===== config.mk =====
export PLATFORM = sky130hd
export DESIGN_NAME = regbank_port_arbiter_flat
export DESIGN_NICKNAME = d
export VERILOG_FILES = /design/src/rtl/regbank_arb_pkg.sv /design/src/rtl/regbank_port_arbiter_if.sv /design/src/rtl/rr_starve_arbiter.sv /design/src/rtl/regbank_port_arbiter.sv /design/src/flat_wrapper.sv
export SDC_FILE = /design/constraint.sdc
export NUM_CORES = 1
export LEC_CHECK = 0
export CORE_ASPECT_RATIO = 1.2
export CORE_MARGIN = 1
export CORE_UTILIZATION = 46
export CTS_CLUSTER_DIAMETER = 100
export DETAILED_ROUTE_END_ITERATION = 8
export PLACE_DENSITY = 0.94
export SYNTH_ARGS = -nofsm -noshare
export SYNTH_HDL_FRONTEND = slang
export SYNTH_HIERARCHICAL = 1
export SYNTH_SLANG_ARGS = --single-unit

===== constraint.sdc =====
create_clock -name clk -period 4 [get_ports clk]
set_clock_uncertainty 0.15 [all_clocks]
set_input_delay 0.6 -clock clk [delete_from_list [all_inputs] [get_ports clk]]
set_output_delay 0.6 -clock clk [all_outputs]
set_load 0.01 [all_outputs]

===== src/rtl/regbank_arb_pkg.sv =====
// ----------------------------------------------------------------------------
// regbank_arb_pkg
// Shared types and constants for the register-bank port arbiter.
//   owner_e  : who an in-flight read belongs to
//   rr_e     : round-robin pointer between decode and debug
//   tag_t    : per-slot return tag (owner plus per-source x0 flags)
//   GNT_*    : bit positions of the one-hot grant vector
// ----------------------------------------------------------------------------
package regbank_arb_pkg;

    localparam int         XLEN_DEF = 32;
    localparam logic [4:0] REG_ZERO = 5'd0;

    localparam int GNT_WB  = 0;
    localparam int GNT_RD  = 1;
    localparam int GNT_DBG = 2;

    typedef enum logic [1:0] {
        OWN_NONE,
        OWN_RD,
        OWN_DBG
    } owner_e;

    typedef enum logic {
        RR_RD  = 1'b0,
        RR_DBG = 1'b1
    } rr_e;

    // zero0/zero1 mark sources that selected x0 and must read back as 0.
    typedef struct packed {
        owner_e owner;
        logic   zero0;
        logic   zero1;
    } tag_t;

    localparam tag_t TAG_NONE = '{owner: OWN_NONE, zero0: 1'b0, zero1: 1'b0};

endpackage


===== src/rtl/regbank_port_arbiter_if.sv =====
// ----------------------------------------------------------------------------
// regbank_port_arbiter_if
// Bundles the three requester handshakes and the bank-side command/data bus.
//   slave  : the arbiter (takes requests and bank read data, drives acks,
//            return data and the bank command)
//   master : the environment (requesters plus the register bank)
// ----------------------------------------------------------------------------
interface regbank_port_arbiter_if
    import regbank_arb_pkg::*;
#(
    parameter int XLEN = XLEN_DEF
);
    // writeback
    logic            wbReq;
    logic [4:0]      wbSel;
    logic [XLEN-1:0] wbData;
    logic            wbAck;
    // decode
    logic            rdReq;
    logic [4:0]      rdSel0;
    logic [4:0]      rdSel1;
    logic            rdAck;
    logic            rdValid;
    logic [XLEN-1:0] rdData0;
    logic [XLEN-1:0] rdData1;
    // debug
    logic            dbgReq;
    logic            dbgRDWRBar;
    logic [4:0]      dbgSel;
    logic [XLEN-1:0] dbgWData;
    logic            dbgAck;
    logic            dbgValid;
    logic [XLEN-1:0] dbgRData;
    // bank
    logic            bankCSBar;
    logic            bankRDWRBar;
    logic [4:0]      bankSelSrc0;
    logic [4:0]      bankSelSrc1;
    logic [4:0]      bankSelDst;
    logic [XLEN-1:0] bankDst;
    logic [XLEN-1:0] bankSrc0;
    logic [XLEN-1:0] bankSrc1;

    modport slave (
        input  wbReq, wbSel, wbData,
        input  rdReq, rdSel0, rdSel1,
        input  dbgReq, dbgRDWRBar, dbgSel, dbgWData,
        input  bankSrc0, bankSrc1,
        output wbAck, rdAck, rdValid, rdData0, rdData1,
        output dbgAck, dbgValid, dbgRData,
        output bankCSBar, bankRDWRBar, bankSelSrc0, bankSelSrc1, bankSelDst, bankDst
    );

    modport master (
        output wbReq, wbSel, wbData,
        output rdReq, rdSel0, rdSel1,
        output dbgReq, dbgRDWRBar, dbgSel, dbgWData,
        output bankSrc0, bankSrc1,
        input  wbAck, rdAck, rdValid, rdData0, rdData1,
        input  dbgAck, dbgValid, dbgRData,
        input  bankCSBar, bankRDWRBar, bankSelSrc0, bankSelSrc1, bankSelDst, bankDst
    );

endinterface


===== src/rtl/rr_starve_arbiter.sv =====
// ----------------------------------------------------------------------------
// rr_starve_arbiter
// Picks at most one of writeback/decode/debug each cycle.
//   clk, resetBar      : clock, async active-low reset
//   wb_req_i           : writeback request
//   rd_req_i           : decode request
//   dbg_req_i          : debug request
//   gnt_o[2:0]         : one-hot grant, indexed by GNT_WB/GNT_RD/GNT_DBG
// Order: starved decode/debug, then writeback, then decode/debug round-robin.
// ----------------------------------------------------------------------------
module rr_starve_arbiter
    import regbank_arb_pkg::*;
#(
    parameter int STARVE_LIMIT = 4
) (
    input  logic       clk,
    input  logic       resetBar,
    input  logic       wb_req_i,
    input  logic       rd_req_i,
    input  logic       dbg_req_i,
    output logic [2:0] gnt_o
);

    localparam int            CW    = $clog2(STARVE_LIMIT + 1);
    localparam logic [CW-1:0] LIMIT = CW'(STARVE_LIMIT);

    logic [CW-1:0] rd_cnt_q,  rd_cnt_d;
    logic [CW-1:0] dbg_cnt_q, dbg_cnt_d;
    rr_e           ptr_q,     ptr_d;
    logic          rd_starved, dbg_starved;

    function automatic logic [CW-1:0] sat_inc(input logic [CW-1:0] cnt);
        return (cnt == LIMIT) ? cnt : cnt + 1'b1;
    endfunction

    always_comb begin
        // NOTE: every output gets a default before the if-chain so no path
        // leaves it unassigned and no latch is inferred.
        gnt_o       = '0;
        rd_starved  = rd_req_i  && (rd_cnt_q  == LIMIT);
        dbg_starved = dbg_req_i && (dbg_cnt_q == LIMIT);

        if (rd_starved && dbg_starved) begin
            if (ptr_q == RR_RD) gnt_o[GNT_RD]  = 1'b1;
            else                gnt_o[GNT_DBG] = 1'b1;
        end else if (rd_starved) begin
            gnt_o[GNT_RD] = 1'b1;
        end else if (dbg_starved) begin
            gnt_o[GNT_DBG] = 1'b1;
        end else if (wb_req_i) begin
            gnt_o[GNT_WB] = 1'b1;
        end else if (rd_req_i && dbg_req_i) begin
            if (ptr_q == RR_RD) gnt_o[GNT_RD]  = 1'b1;
            else                gnt_o[GNT_DBG] = 1'b1;
        end else if (rd_req_i) begin
            gnt_o[GNT_RD] = 1'b1;
        end else if (dbg_req_i) begin
            gnt_o[GNT_DBG] = 1'b1;
        end
    end

    // A counter only grows while its request waits; any ack or idle clears it.
    always_comb begin
        rd_cnt_d  = (rd_req_i  && !gnt_o[GNT_RD])  ? sat_inc(rd_cnt_q)  : '0;
        dbg_cnt_d = (dbg_req_i && !gnt_o[GNT_DBG]) ? sat_inc(dbg_cnt_q) : '0;
        ptr_d     = ptr_q;
        if (gnt_o[GNT_RD])  ptr_d = RR_DBG;
        if (gnt_o[GNT_DBG]) ptr_d = RR_RD;
    end

    always_ff @(posedge clk or negedge resetBar) begin
        // NOTE: state registers use non-blocking assignments so every flop
        // samples pre-edge values regardless of block ordering.
        if (!resetBar) begin
            rd_cnt_q  <= '0;
            dbg_cnt_q <= '0;
            ptr_q     <= RR_RD;
        end else begin
            rd_cnt_q  <= rd_cnt_d;
            dbg_cnt_q <= dbg_cnt_d;
            ptr_q     <= ptr_d;
        end
    end

endmodule


===== src/rtl/regbank_port_arbiter.sv =====
// ----------------------------------------------------------------------------
// regbank_port_arbiter
// Shares a single-command 32x32 register bank between writeback, decode
// (dual read) and debug (single read/write).
//   clk, resetBar : clock, async active-low reset
//   bus (slave)   : requester handshakes, return data and bank command bus
// Grant in N -> command on bank during N+1 -> bank outputs valid in N+2,
// where the owner tag (carried alongside) raises rdValid or dbgValid.
// ----------------------------------------------------------------------------
module regbank_port_arbiter
    import regbank_arb_pkg::*;
#(
    parameter int STARVE_LIMIT = 4,
    parameter int XLEN         = XLEN_DEF
) (
    input  logic                  clk,
    input  logic                  resetBar,
    regbank_port_arbiter_if.slave bus
);

    logic [2:0] gnt;

    rr_starve_arbiter #(.STARVE_LIMIT(STARVE_LIMIT)) u_arb (
        .clk       (clk),
        .resetBar  (resetBar),
        .wb_req_i  (bus.wbReq),
        .rd_req_i  (bus.rdReq),
        .dbg_req_i (bus.dbgReq),
        .gnt_o     (gnt)
    );

    assign bus.wbAck  = gnt[GNT_WB];
    assign bus.rdAck  = gnt[GNT_RD];
    assign bus.dbgAck = gnt[GNT_DBG];

    // Issue stage
    logic            cs_bar_q,   cs_bar_d;
    logic            rdwr_bar_q, rdwr_bar_d;
    logic [4:0]      sel0_q,     sel0_d;
    logic [4:0]      sel1_q,     sel1_d;
    logic [4:0]      dst_q,      dst_d;
    logic [XLEN-1:0] wdata_q,    wdata_d;
    tag_t            tag1_q,     tag1_d;
    // Return stage
    tag_t            tag2_q;
    logic [XLEN-1:0] rd0_q, rd0_d, rd1_q, rd1_d, dbg_q, dbg_d;
    logic            rd_valid, dbg_valid;

    always_comb begin
        cs_bar_d   = 1'b1;
        rdwr_bar_d = 1'b1;
        sel0_d     = sel0_q;
        sel1_d     = sel1_q;
        dst_d      = dst_q;
        wdata_d    = wdata_q;
        tag1_d     = TAG_NONE;

        // Writes to x0 are acked but never reach the bank.
        if (gnt[GNT_WB]) begin
            cs_bar_d   = (bus.wbSel == REG_ZERO);
            rdwr_bar_d = 1'b0;
            dst_d      = bus.wbSel;
            wdata_d    = bus.wbData;
        end else if (gnt[GNT_RD]) begin
            cs_bar_d   = 1'b0;
            sel0_d     = bus.rdSel0;
            sel1_d     = bus.rdSel1;
            tag1_d     = '{owner: OWN_RD,
                           zero0: (bus.rdSel0 == REG_ZERO),
                           zero1: (bus.rdSel1 == REG_ZERO)};
        end else if (gnt[GNT_DBG]) begin
            if (bus.dbgRDWRBar) begin
                cs_bar_d = 1'b0;
                sel0_d   = bus.dbgSel;
                sel1_d   = REG_ZERO;
                tag1_d   = '{owner: OWN_DBG,
                             zero0: (bus.dbgSel == REG_ZERO),
                             zero1: 1'b0};
            end else begin
                cs_bar_d   = (bus.dbgSel == REG_ZERO);
                rdwr_bar_d = 1'b0;
                dst_d      = bus.dbgSel;
                wdata_d    = bus.dbgWData;
            end
        end
    end

    // Return data is passed straight from the bank in the valid cycle and held
    // in a register afterwards, so outputs keep their last value when idle.
    always_comb begin
        rd_valid  = (tag2_q.owner == OWN_RD);
        dbg_valid = (tag2_q.owner == OWN_DBG);
        rd0_d     = rd0_q;
        rd1_d     = rd1_q;
        dbg_d     = dbg_q;
        if (rd_valid) begin
            rd0_d = tag2_q.zero0 ? '0 : bus.bankSrc0;
            rd1_d = tag2_q.zero1 ? '0 : bus.bankSrc1;
        end
        if (dbg_valid) begin
            dbg_d = tag2_q.zero0 ? '0 : bus.bankSrc0;
        end
    end

    always_ff @(posedge clk or negedge resetBar) begin
        if (!resetBar) begin
            cs_bar_q   <= 1'b1;
            rdwr_bar_q <= 1'b1;
            sel0_q     <= '0;
            sel1_q     <= '0;
            dst_q      <= '0;
            wdata_q    <= '0;
            tag1_q     <= TAG_NONE;
            tag2_q     <= TAG_NONE;
            rd0_q      <= '0;
            rd1_q      <= '0;
            dbg_q      <= '0;
        end else begin
            cs_bar_q   <= cs_bar_d;
            rdwr_bar_q <= rdwr_bar_d;
            sel0_q     <= sel0_d;
            sel1_q     <= sel1_d;
            dst_q      <= dst_d;
            wdata_q    <= wdata_d;
            tag1_q     <= tag1_d;
            tag2_q     <= tag1_q;
            rd0_q      <= rd0_d;
            rd1_q      <= rd1_d;
            dbg_q      <= dbg_d;
        end
    end

    assign bus.bankCSBar   = cs_bar_q;
    assign bus.bankRDWRBar = rdwr_bar_q;
    assign bus.bankSelSrc0 = sel0_q;
    assign bus.bankSelSrc1 = sel1_q;
    assign bus.bankSelDst  = dst_q;
    assign bus.bankDst     = wdata_q;
    assign bus.rdValid     = rd_valid;
    assign bus.rdData0     = rd0_d;
    assign bus.rdData1     = rd1_d;
    assign bus.dbgValid    = dbg_valid;
    assign bus.dbgRData    = dbg_d;

endmodule


===== src/flat_wrapper.sv =====
// flat-port wrapper written by rule: the top's interface ports become plain ports
module regbank_port_arbiter_flat import regbank_arb_pkg::*;
#(
    parameter int STARVE_LIMIT = 4,
    parameter int XLEN         = XLEN_DEF
)
  (clk, resetBar, bus_wbReq, bus_wbSel, bus_wbData, bus_rdReq, bus_rdSel0, bus_rdSel1, bus_dbgReq, bus_dbgRDWRBar, bus_dbgSel, bus_dbgWData, bus_bankSrc0, bus_bankSrc1, bus_wbAck, bus_rdAck, bus_rdValid, bus_rdData0, bus_rdData1, bus_dbgAck, bus_dbgValid, bus_dbgRData, bus_bankCSBar, bus_bankRDWRBar, bus_bankSelSrc0, bus_bankSelSrc1, bus_bankSelDst, bus_bankDst);
  regbank_port_arbiter_if #(.XLEN(XLEN)) bus_i ();
  input  logic clk;
  input  logic resetBar;
  input wire logic [$bits(bus_i.wbReq)-1:0] bus_wbReq;
  input wire logic [$bits(bus_i.wbSel)-1:0] bus_wbSel;
  input wire logic [$bits(bus_i.wbData)-1:0] bus_wbData;
  input wire logic [$bits(bus_i.rdReq)-1:0] bus_rdReq;
  input wire logic [$bits(bus_i.rdSel0)-1:0] bus_rdSel0;
  input wire logic [$bits(bus_i.rdSel1)-1:0] bus_rdSel1;
  input wire logic [$bits(bus_i.dbgReq)-1:0] bus_dbgReq;
  input wire logic [$bits(bus_i.dbgRDWRBar)-1:0] bus_dbgRDWRBar;
  input wire logic [$bits(bus_i.dbgSel)-1:0] bus_dbgSel;
  input wire logic [$bits(bus_i.dbgWData)-1:0] bus_dbgWData;
  input wire logic [$bits(bus_i.bankSrc0)-1:0] bus_bankSrc0;
  input wire logic [$bits(bus_i.bankSrc1)-1:0] bus_bankSrc1;
  output wire logic [$bits(bus_i.wbAck)-1:0] bus_wbAck;
  output wire logic [$bits(bus_i.rdAck)-1:0] bus_rdAck;
  output wire logic [$bits(bus_i.rdValid)-1:0] bus_rdValid;
  output wire logic [$bits(bus_i.rdData0)-1:0] bus_rdData0;
  output wire logic [$bits(bus_i.rdData1)-1:0] bus_rdData1;
  output wire logic [$bits(bus_i.dbgAck)-1:0] bus_dbgAck;
  output wire logic [$bits(bus_i.dbgValid)-1:0] bus_dbgValid;
  output wire logic [$bits(bus_i.dbgRData)-1:0] bus_dbgRData;
  output wire logic [$bits(bus_i.bankCSBar)-1:0] bus_bankCSBar;
  output wire logic [$bits(bus_i.bankRDWRBar)-1:0] bus_bankRDWRBar;
  output wire logic [$bits(bus_i.bankSelSrc0)-1:0] bus_bankSelSrc0;
  output wire logic [$bits(bus_i.bankSelSrc1)-1:0] bus_bankSelSrc1;
  output wire logic [$bits(bus_i.bankSelDst)-1:0] bus_bankSelDst;
  output wire logic [$bits(bus_i.bankDst)-1:0] bus_bankDst;
  assign bus_i.wbReq = bus_wbReq;
  assign bus_i.wbSel = bus_wbSel;
  assign bus_i.wbData = bus_wbData;
  assign bus_i.rdReq = bus_rdReq;
  assign bus_i.rdSel0 = bus_rdSel0;
  assign bus_i.rdSel1 = bus_rdSel1;
  assign bus_i.dbgReq = bus_dbgReq;
  assign bus_i.dbgRDWRBar = bus_dbgRDWRBar;
  assign bus_i.dbgSel = bus_dbgSel;
  assign bus_i.dbgWData = bus_dbgWData;
  assign bus_i.bankSrc0 = bus_bankSrc0;
  assign bus_i.bankSrc1 = bus_bankSrc1;
  assign bus_wbAck = bus_i.wbAck;
  assign bus_rdAck = bus_i.rdAck;
  assign bus_rdValid = bus_i.rdValid;
  assign bus_rdData0 = bus_i.rdData0;
  assign bus_rdData1 = bus_i.rdData1;
  assign bus_dbgAck = bus_i.dbgAck;
  assign bus_dbgValid = bus_i.dbgValid;
  assign bus_dbgRData = bus_i.dbgRData;
  assign bus_bankCSBar = bus_i.bankCSBar;
  assign bus_bankRDWRBar = bus_i.bankRDWRBar;
  assign bus_bankSelSrc0 = bus_i.bankSelSrc0;
  assign bus_bankSelSrc1 = bus_i.bankSelSrc1;
  assign bus_bankSelDst = bus_i.bankSelDst;
  assign bus_bankDst = bus_i.bankDst;
  regbank_port_arbiter #(.STARVE_LIMIT(STARVE_LIMIT), .XLEN(XLEN)) u_core (.clk(clk), .resetBar(resetBar), .bus(bus_i));
endmodule

======== Yosys cells after proc, flatten, opt, wreduce, memory -nomap -nowiden ========
Index checks and enable logic that the tools add are counted.
word-level totals
  output and inout bits ................... 150
  input bits .............................. 154
  flip-flop bits (word level) ............. 160
  logic and storage cells ................. 98
operators by class
  multiplexer cells ....................... 52
  bitwise gates (word level) .............. 1
  reductions and logical operators ........ 17
  $add $sub $neg .......................... 2
  equality and inequality tests ........... 8
operators by type and width
  cell                                                                    count
  32-bit 2-to-1 mux                                                       9
  5-bit 2-to-1 mux                                                        10
  1-bit 2-to-1 mux                                                        21
  5-bit logical NOT                                                       4
  4-bit 2-to-1 mux                                                        4
  3-bit 2-to-1 mux                                                        4
  2-bit 2-to-1 mux                                                        4
  3-bit by 1-bit adder with 3-bit output (second input constant)          2
  3-bit equality test (second input constant)                             2
  1-bit logical AND                                                       6
  2-bit != test (second input constant)                                   3
  3-bit AND reduction                                                     2
  2-bit nonzero test                                                      3
  2-bit by 1-bit equality test with 1-bit output (second input constant)  1
  2-bit equality test (second input constant)                             1
  1-bit logical NOT                                                       2
  2-bit by 1-bit != test with 1-bit output (second input constant)        1
  1-bit NOT                                                               1

======== Depth between registers and ports, before layout ========
Gate-level depths: netlist of the first run.
  depth after elaboration ................. 10
  mapped depth ............................ 12
  depth with buffers taken out ............ 8

======== Hierarchy ========
Netlist of the first run, hierarchy kept.
modules (own cells, without submodules)
  module                area an instance (um^2)  instances  cells each
  regbank_port_arbiter  6451.2                   1          566
  rr_starve_arbiter     529.3                    1          59

======== Worst setup path after synthesis of the first run ========
OpenSTA, ideal clock, no wires.
  kind .................................... reg2reg
  start point ............................. register u_core.u_arb.dbg_cnt_q[0]
  end point ............................... register u_core.wdata_q[16], in the netlist u_core/bus.bankDst[16]
  cell stages (with the launch flop) ...... 13
  period minus slack after synthesis ...... 2883 ps
  slack ................................... 1117 ps
  setup time .............................. 125 ps
  data arrival time ....................... 2608 ps
  cells stage by stage .................... dfrtp_1 inv_1 ha_1 and2_4 buf_6 maj3_2 a221oi_2 buf_4 nor2_1 a21oi_2 buf_6 buf_6 mux2_4
between the ends
  word-level cells in the longest chain between the ends .. 7
  elaborated cells on any way between the ends .. 15
  those cells by class .................... eq/ne (3); mux (8); reduce/logical (4)
RTL lines
  element                          line                         RTL
  start: declaration               rr_starve_arbiter.sv:28      logic [CW-1:0] dbg_cnt_q, dbg_cnt_d;
  start signal: assignment         rr_starve_arbiter.sv:80      dbg_cnt_q <= dbg_cnt_d;
  3-bit equality test *            rr_starve_arbiter.sv:41      dbg_starved = dbg_req_i && (dbg_cnt_q == LIMIT);
  1-bit logical AND *              rr_starve_arbiter.sv:41
  2-bit 2-to-1 mux                 rr_starve_arbiter.sv:48      end else if (dbg_starved) begin
  1-bit 2-to-1 mux                 rr_starve_arbiter.sv:46      end else if (rd_starved) begin
  2-bit 2-to-1 mux *               rr_starve_arbiter.sv:43      if (rd_starved && dbg_starved) begin
  net bus_rdAck                    flat_wrapper.sv:24           output wire logic [$bits(bus_i.rdAck)-1:0] bus_rdAck;
  2-bit != test (no line) *        --
  3-bit AND reduction (no line) *  --
  end signal: assignment           regbank_port_arbiter.sv:124  wdata_q <= wdata_d;
  end: declaration                 regbank_port_arbiter.sv:42   logic [XLEN-1:0] wdata_q, wdata_d;
The timed path passes the listed nets; every way through them passes the cells marked *.
A chain may end at the register's enable or synchronous reset.

======== Worst setup path in the final report of the first run ========
  start point ............................. register u_core.u_arb.rd_cnt_q[0]
  end point ............................... output port bus_rdAck
between the ends
  word-level cells in the longest chain between the ends .. 4
  elaborated cells on any way between the ends .. 5
  those cells by class .................... eq/ne (1); mux (2); reduce/logical (2)
RTL lines
  element                                                line                                              RTL
  start: declaration                                     rr_starve_arbiter.sv:27                           logic [CW-1:0] rd_cnt_q, rd_cnt_d;
  start signal: assignment                               rr_starve_arbiter.sv:79                           rd_cnt_q <= rd_cnt_d;
  3-bit equality test *                                  rr_starve_arbiter.sv:40                           rd_starved = rd_req_i && (rd_cnt_q == LIMIT);
  1-bit logical AND *                                    rr_starve_arbiter.sv:40
  1-bit 2-to-1 mux or 1-bit logical AND (tied branches)  rr_starve_arbiter.sv:46, rr_starve_arbiter.sv:43
  2-bit 2-to-1 mux *                                     rr_starve_arbiter.sv:43
  end: declaration                                       flat_wrapper.sv:24
Every way passes the cells marked *; elsewhere a longest branch is shown, timed or not.

==> results of run 1 <==
-- power groups by stage --
stage,clock network (mW),logic (mW),registers (mW)
after floorplan,0,0.606,2.13
after global placement,0,1.61,2.11
after detailed placement,0,1.67,2.13
after CTS,1.50,1.68,2.10
after global routing,1.56,1.78,2.13
final,1.47,1.66,2.11
-- flip-flops by register name (all words and copies together), names as in the netlist --
signal,count
u_core/bus.bankSelSrc1,5
u_core/bus.bankRDWRBar,1
u_core/bus.bankDst,32
u_core/bus.bankSelSrc0,5
u_core/rd0_q,32
u_core/u_arb/ptr_q,1
u_core/tag2_q,4
u_core/dbg_q,32
u_core/tag1_q,4
u_core/bus.bankCSBar,1
u_core/u_arb/rd_cnt_q,3
u_core/bus.bankSelDst,5
u_core/u_arb/dbg_cnt_q,3
u_core/rd1_q,32
-- per-layer routing --
metal  GRT usage (%)  up-vias  part of all wire (%)
met5               0        -                     0
met2            46.9      251                    54
met4            12.1        0                   3.9
li1                -     2712                     -
met3            8.15       57                   7.5
met1            25.7     2716                    35
-- through the flow --
step                      util (%)  total power, mW
final                         73.3             5.23
after detailed placement      69.7             3.79
after global routing          73.3             5.47
after global placement        69.7             3.72
after floorplan                  -             2.74
after CTS                     73.3             5.28
-- cell usage after synthesis, types with 2 or more instances --
library cell	n	area share (%)
nor4_1	2	0.18
clkbuf_1	22	1.2
buf_2	10	0.72
nor2_1	8	0.43
mux2_2	33	5.3
nor3_1	3	0.22
o21ai_1	14	1.0
mux2i_1	5	0.72
buf_1	3	0.16
mux2_4	19	4.1
nand2b_1	66	5.9
nor2b_1	3	0.27
nand2_1	103	5.5
a21oi_1	5	0.36
nor3b_1	2	0.22
and2_1	2	0.18
mux2_1	22	3.5
buf_6	5	0.81
inv_1	8	0.43
a22o_1	6	0.75
ha_1	4	0.72
dfstp_2	2	0.75
nand4_1	2	0.18
o21ai_0	97	7.0
dfrtp_1	158	57
-- worst register-to-register path, cell delays in order, from the launching register on --
cell	delay (ns)
dfrtp_1	0.42
inv_1	0.07
ha_1	0.24
nand2_1	0.17
maj3_2	0.35
a221oi_2	0.23
buf_4	0.23
nor2_1	0.10
a21oi_4	0.13
buf_4	0.50
mux2_2	0.44
-- layout make-up --
cell class | count | area, sq um
inverter | 8 | 30.0
timing repair buffer | 312 | 3110
multi-input combinational | 416 | 2770
clock inverter | 14 | 109
tap | 200 | 250
sequential | 160 | 4010
clock buffer | 18 | 429
fill | 965 | 3890
-- kinds of logic after synthesis --
family,Yosys count
AOI/OAI and AO/OA,133
DFF,160
buffers and inverters,49
muxes,79
adders and majority gates,5
and+or+nand+nor,199
-- final timing paths --
path | start | endpoint | cells after the start
worst max register to register | u_core/u_arb/rd_cnt_q[0] | u_core/bus.bankDst[11] | 10
worst max-delay path | u_core/u_arb/rd_cnt_q[0] | bus_rdAck | 7
min in group clk | u_core/tag1_q[2] | u_core/tag2_q[2] | 0
worst min register to register | u_core/tag1_q[2] | u_core/tag2_q[2] | 0
worst min-delay path | resetBar | u_core/u_arb/dbg_cnt_q[0] | 1
max in group asynchronous | resetBar | u_core/dbg_q[14] | 2
==> run_results.csv, run 1 <==
group,metric,value,unit
power,p_int,3.70,mW
timing,setup_viol,0,
grt,antenna_found_initial,0,
clock_network,cts_resized,0,
clock_network,clockRootBuffer,"clkbuf_16",
logic_synthesis,synthMuxAreaShare,13.7,%
critical_path,worst_path_largest_cell_delay,0.58,ns
die,die_w,114,um
logic_synthesis,syn_nets,783,
status,outcome,"finished clean",
clock_network,cts_max_level,4,
finish,final_common_cell,"clkdlybuf4s50_1",
critical_path,ff2ff_setup_slack,0.87,ns
routing,antenna_left,0,
logic_synthesis,syn_inst,625,
finish,fin_nets,1073,
power,p_leak,4.70,nW
finish,final_cells,1128,
logic_synthesis,synth-xor-area-share,0,%
critical_path,cp-end-kind,"output pin",
critical_path,slowest_stage,"clkdlybuf4s50_1",
routing,num_vias,5736,
logic_synthesis,yosys.area_share.simple,14.1,%
timing,slew_headroom,26.5,%
critical_path,critPathMaxFanout,11,
logic_synthesis,synth_cell_types,46,
power,p_sw,1.53,mW
place,dp_hpwl,14600,um
clock_network,cts_setup_buffers,0,
critical_path,critPathTopFamily,"buffers and inverters",
place,place.gp.congestion,0.827,
critical_path,crit_chain,"inv_1, ha_1, nand2_1, maj3_2, a221oi_2, buf_4, clkdlybuf4s50_1",
logic_synthesis,avgSynthCellArea,11.2,sq um
grt,grt_usage,25.4,%
grt,grt_first_pass_wirelength,30000,um
power,switching_share,29.2,%
routing,drt_iter0_drc,320,
timing,rsz0062_at_grt,"false",
timing,fin_hold_ws,0.0545,ns
critical_path,critPathArrivalTime,2.71,ns
die,row_count,48,
timing,final.setup.tns,0,ns
clock_network,numCtsBuffers,17,
clock_network,clock_path_buffers,2,
clock_network,ctsHoldBuffers,0,
logic_synthesis,ys_warn_count,6,
die,io_pins,304,
routing,drc,0,
timing,max_freq,289,MHz
die,core_area,0.0146,sq mm
logic_synthesis,synth.ff_latch_count,160,
timing,period_needed,3.46,ns
die,dieArea,0.0157,sq mm
logic_synthesis,synth-adder-area-share,0.878,%
logic_synthesis,synth_edf_count,0,
critical_path,path_buf_inv,3,
clock_network,path_clk_slew,0.06,ns
logic_synthesis,synth_top_family_by_area,"simple AND/OR/NAND/NOR gates",
routing,routedWlPerCell,17.5,um
die,die_y,137,um
finish,drive_above_1_share,11.4,%
critical_path,required,3.25,ns
power,irDropWorstVdd,0.219,mV
grt,grt_max_degree,84,
grt,overflow,0,
finish,design_area,0.0107,sq mm
logic_synthesis,synth_area,0.00698,sq mm
power,clkPwrFrac,28.0,%
logic_synthesis,yosysSeqAreaShare,57.4,%
timing,post-route-period-util,86.4,%
finish,layout_common_cells,"302 x clkdlybuf4s50_1, 158 x dfrtp_1, 103 x nand2_1, 97 x o21ai_0, 64 x nand2b_1",
timing,max_slew.worst_pin.slew,1.10,ns
power,pwr-share-comb,31.7,%
routing,via_per_inst,5.09,
logic_synthesis,synth-main-ff-cell,"dfrtp_1",
routing,routed_wl,19800,um
power,power_density,489,mW/mm^2
flow_run,maxCapViolCount,0,
finish,antenna_cells,0,
place,io_buffers,303,
place,place_inst,1096,
timing,slew_violations,0,
critical_path,start_kind,"flop",
die,start_util,47.8,%
hold_path,hold_path_class,"input pin to asynchronous set/reset pin",
clock_network,cts_tree,"built",
critical_path,critical_path_class,"flop to output pin",
timing,timing.final.ws_setup,0.544,ns
logic_synthesis,synth_compound_area_share,10.6,%
routing,drt-pass1-iter-count,4,
grt,grt_pass1_vias,6026,
clock_network,cts.sinks,160,
place,place_ws,0.805,ns
clock_network,worstSkewPairLatency,0.42,ns
logic_synthesis,async_flop_share,100,%
place,placed_area,0.0102,sq mm
finish,areaGrowthSynthToFinish,53.3,%
timing,hold_viol_final,0,
power,seqPwrFrac,40.2,%
Note: power is estimated with default switching activity, not from simulation.
==> inputs of run 2 (changes only) <==
Settings changed: CAP_MARGIN set to 20, CORE_UTILIZATION 46 to 45, PLACE_DENSITY 0.94 to 0.93.
==> run 2 against run 1 <==
Net effect:
- flip-flop and latch count stayed put
- clock power is 14% higher
- cell area is 0.82% higher
- global-route usage decreased by 0.50 points
- worst setup slack better by 0.024 ns
- critical path type unchanged
- largest power group unchanged
- fmax is 0.71% higher
- total power up 3.9%
==> run_results.csv, run 2 (synthesized netlist as in run 1, its figures left out) <==
group,metric,value,unit
power,power_density,504,mW/mm^2
critical_path,required,3.25,ns
power,p_leak,4.73,nW
routing,via_per_inst,5.10,
timing,rsz0062_at_grt,"false",
routing,drc,0,
finish,areaGrowthSynthToFinish,54.6,%
die,core_area,0.0151,sq mm
clock_network,cts.sinks,160,
status,outcome,"finished clean",
grt,overflow,0,
routing,drt-pass1-iter-count,4,
finish,fin_nets,1072,
clock_network,cts_max_level,4,
routing,drt_iter0_drc,206,
place,place.gp.congestion,0.820,
critical_path,critPathArrivalTime,2.68,ns
routing,routed_wl,19300,um
clock_network,clockRootBuffer,"clkbuf_16",
timing,slew_violations,0,
clock_network,ctsHoldBuffers,0,
clock_network,worstSkewPairLatency,0.42,ns
timing,hold_viol_final,0,
power,irDropWorstVdd,0.287,mV
critical_path,rr_worst_depth,10,
grt,grt_max_degree,84,
timing,max_slew.worst_pin.slew,0.919,ns
place,place_inst,1098,
critical_path,r2r_end,"u_core/bus.bankDst[13]",
flow_run,maxCapViolCount,0,
die,io_pins,304,
finish,final_common_cell,"clkdlybuf4s50_1",
timing,post-route-period-util,85.8,%
finish,layout_common_cells,"302 x clkdlybuf4s50_1, 158 x dfrtp_1, 103 x nand2_1, 97 x o21ai_0, 64 x nand2b_1",
timing,setup_viol,0,
die,start_util,46.3,%
clock_network,numCtsBuffers,17,
clock_network,cts_tree,"built",
critical_path,start_kind,"flop",
clock_network,cts_setup_buffers,0,
grt,grt_pass1_vias,6180,
critical_path,reg2reg_from,"u_core/u_arb/rd_cnt_q[0]",
timing,slew_headroom,38.7,%
clock_network,clock_path_buffers,2,
finish,drive_above_1_share,11.3,%
grt,antenna_found_initial,0,
timing,max_freq,291,MHz
routing,antenna_left,0,
die,dieArea,0.0160,sq mm
critical_path,cp-end-kind,"output pin",
timing,period_needed,3.43,ns
finish,final_cells,1131,
place,dp_hpwl,13800,um
clock_network,cts_resized,0,
die,die_w,116,um
die,die_y,138,um
routing,num_vias,5766,
critical_path,startpoint,"u_core/u_arb/rd_cnt_q[0]",
finish,antenna_cells,0,
power,finalPower,5.44,mW
critical_path,critPathMaxFanout,11,
die,row_count,49,
grt,grt_usage,24.9,%
routing,routedWlPerCell,17.1,um
hold_path,hold_path_class,"input pin to asynchronous set/reset pin",
place,io_buffers,303,
critical_path,critical_path_class,"flop to output pin",
grt,grt_first_pass_wirelength,30600,um
finish,post-route-util,71.6,%
clock_network,path_clk_slew,0.06,ns
critical_path,ff2ff_setup_slack,0.89,ns
timing,final.setup.tns,0,ns
## run 2: cell types whose count changed in the layout (fill, tap and decap cells not counted), sizes merged
| cell | change |
|---|---|
| clkinv | -5 |
| bufinv | +3 |
| clkbuf | +2 |
| clkinvlp | +2 |
| inv | -2 |
| buf | -1 |
## run 2: metrics by stage
stage          setup slack (ns)  hold slack (ns)  area [sq um]
2_1_floorplan              1.12            0.154          6980
3_3_place_gp              0.820            0.183         10200
3_5_place_dp              0.792            0.193         10200
4_1_cts                   0.499           0.0863         10800
5_1_grt                   0.415            0.101         10800
6_report                  0.568           0.0519         10800
## run 2: worst max path at each step
stage                        endpoint  slack [ns]  cells past startpoint
2_1_floorplan  u_core/bus.bankDst[16]        1.12                     12
3_3_place_gp    u_core/bus.bankDst[7]        0.82                      7
3_5_place_dp   u_core/bus.bankDst[13]        0.79                      7
4_1_cts              bus_dbgRData[17]        0.50                      3
5_1_grt                     bus_rdAck        0.42                      7
6_report                    bus_rdAck        0.57                      7
## run 2: metal layers
layer | vias up | wire, um | global-route usage, %
li1 | 2697 | - | -
met1 | 2746 | 7240 | 27.1
met2 | 263 | 9760 | 43.0
met3 | 60 | 1460 | 7.01
met4 | 0 | 847 | 13.9
met5 | - | 0 | 0
## run 2: final cells by class
cell class,count,area [sq um]
multi-input cells,416,2770
clock buffers,20,457
repair buffers,311,3120
inverters,8,30.0
well taps,204,255
fillers,1064,4290
clock inverters,12,159
flip-flops and latches,160,4010
## run 2: power by group
part | total, mW | leakage [nW] | internal [mW] | switching, mW
combinational | 1.66 | 2.50 | 0.933 | 0.722
sequential | 2.10 | 1.95 | 1.97 | 0.130
clock | 1.68 | 0.290 | 1.02 | 0.659
total | 5.44 | 4.73 | 3.92 | 1.51
## run 2: worst max-delay path: stages (launching register included)
cell and delay [ns]:
dfrtp_1 0.42, inv_1 0.07, ha_1 0.24, nand2_1 0.17
maj3_2 0.35, a221oi_2 0.21, buf_4 0.23, clkdlybuf4s50_1 0.58
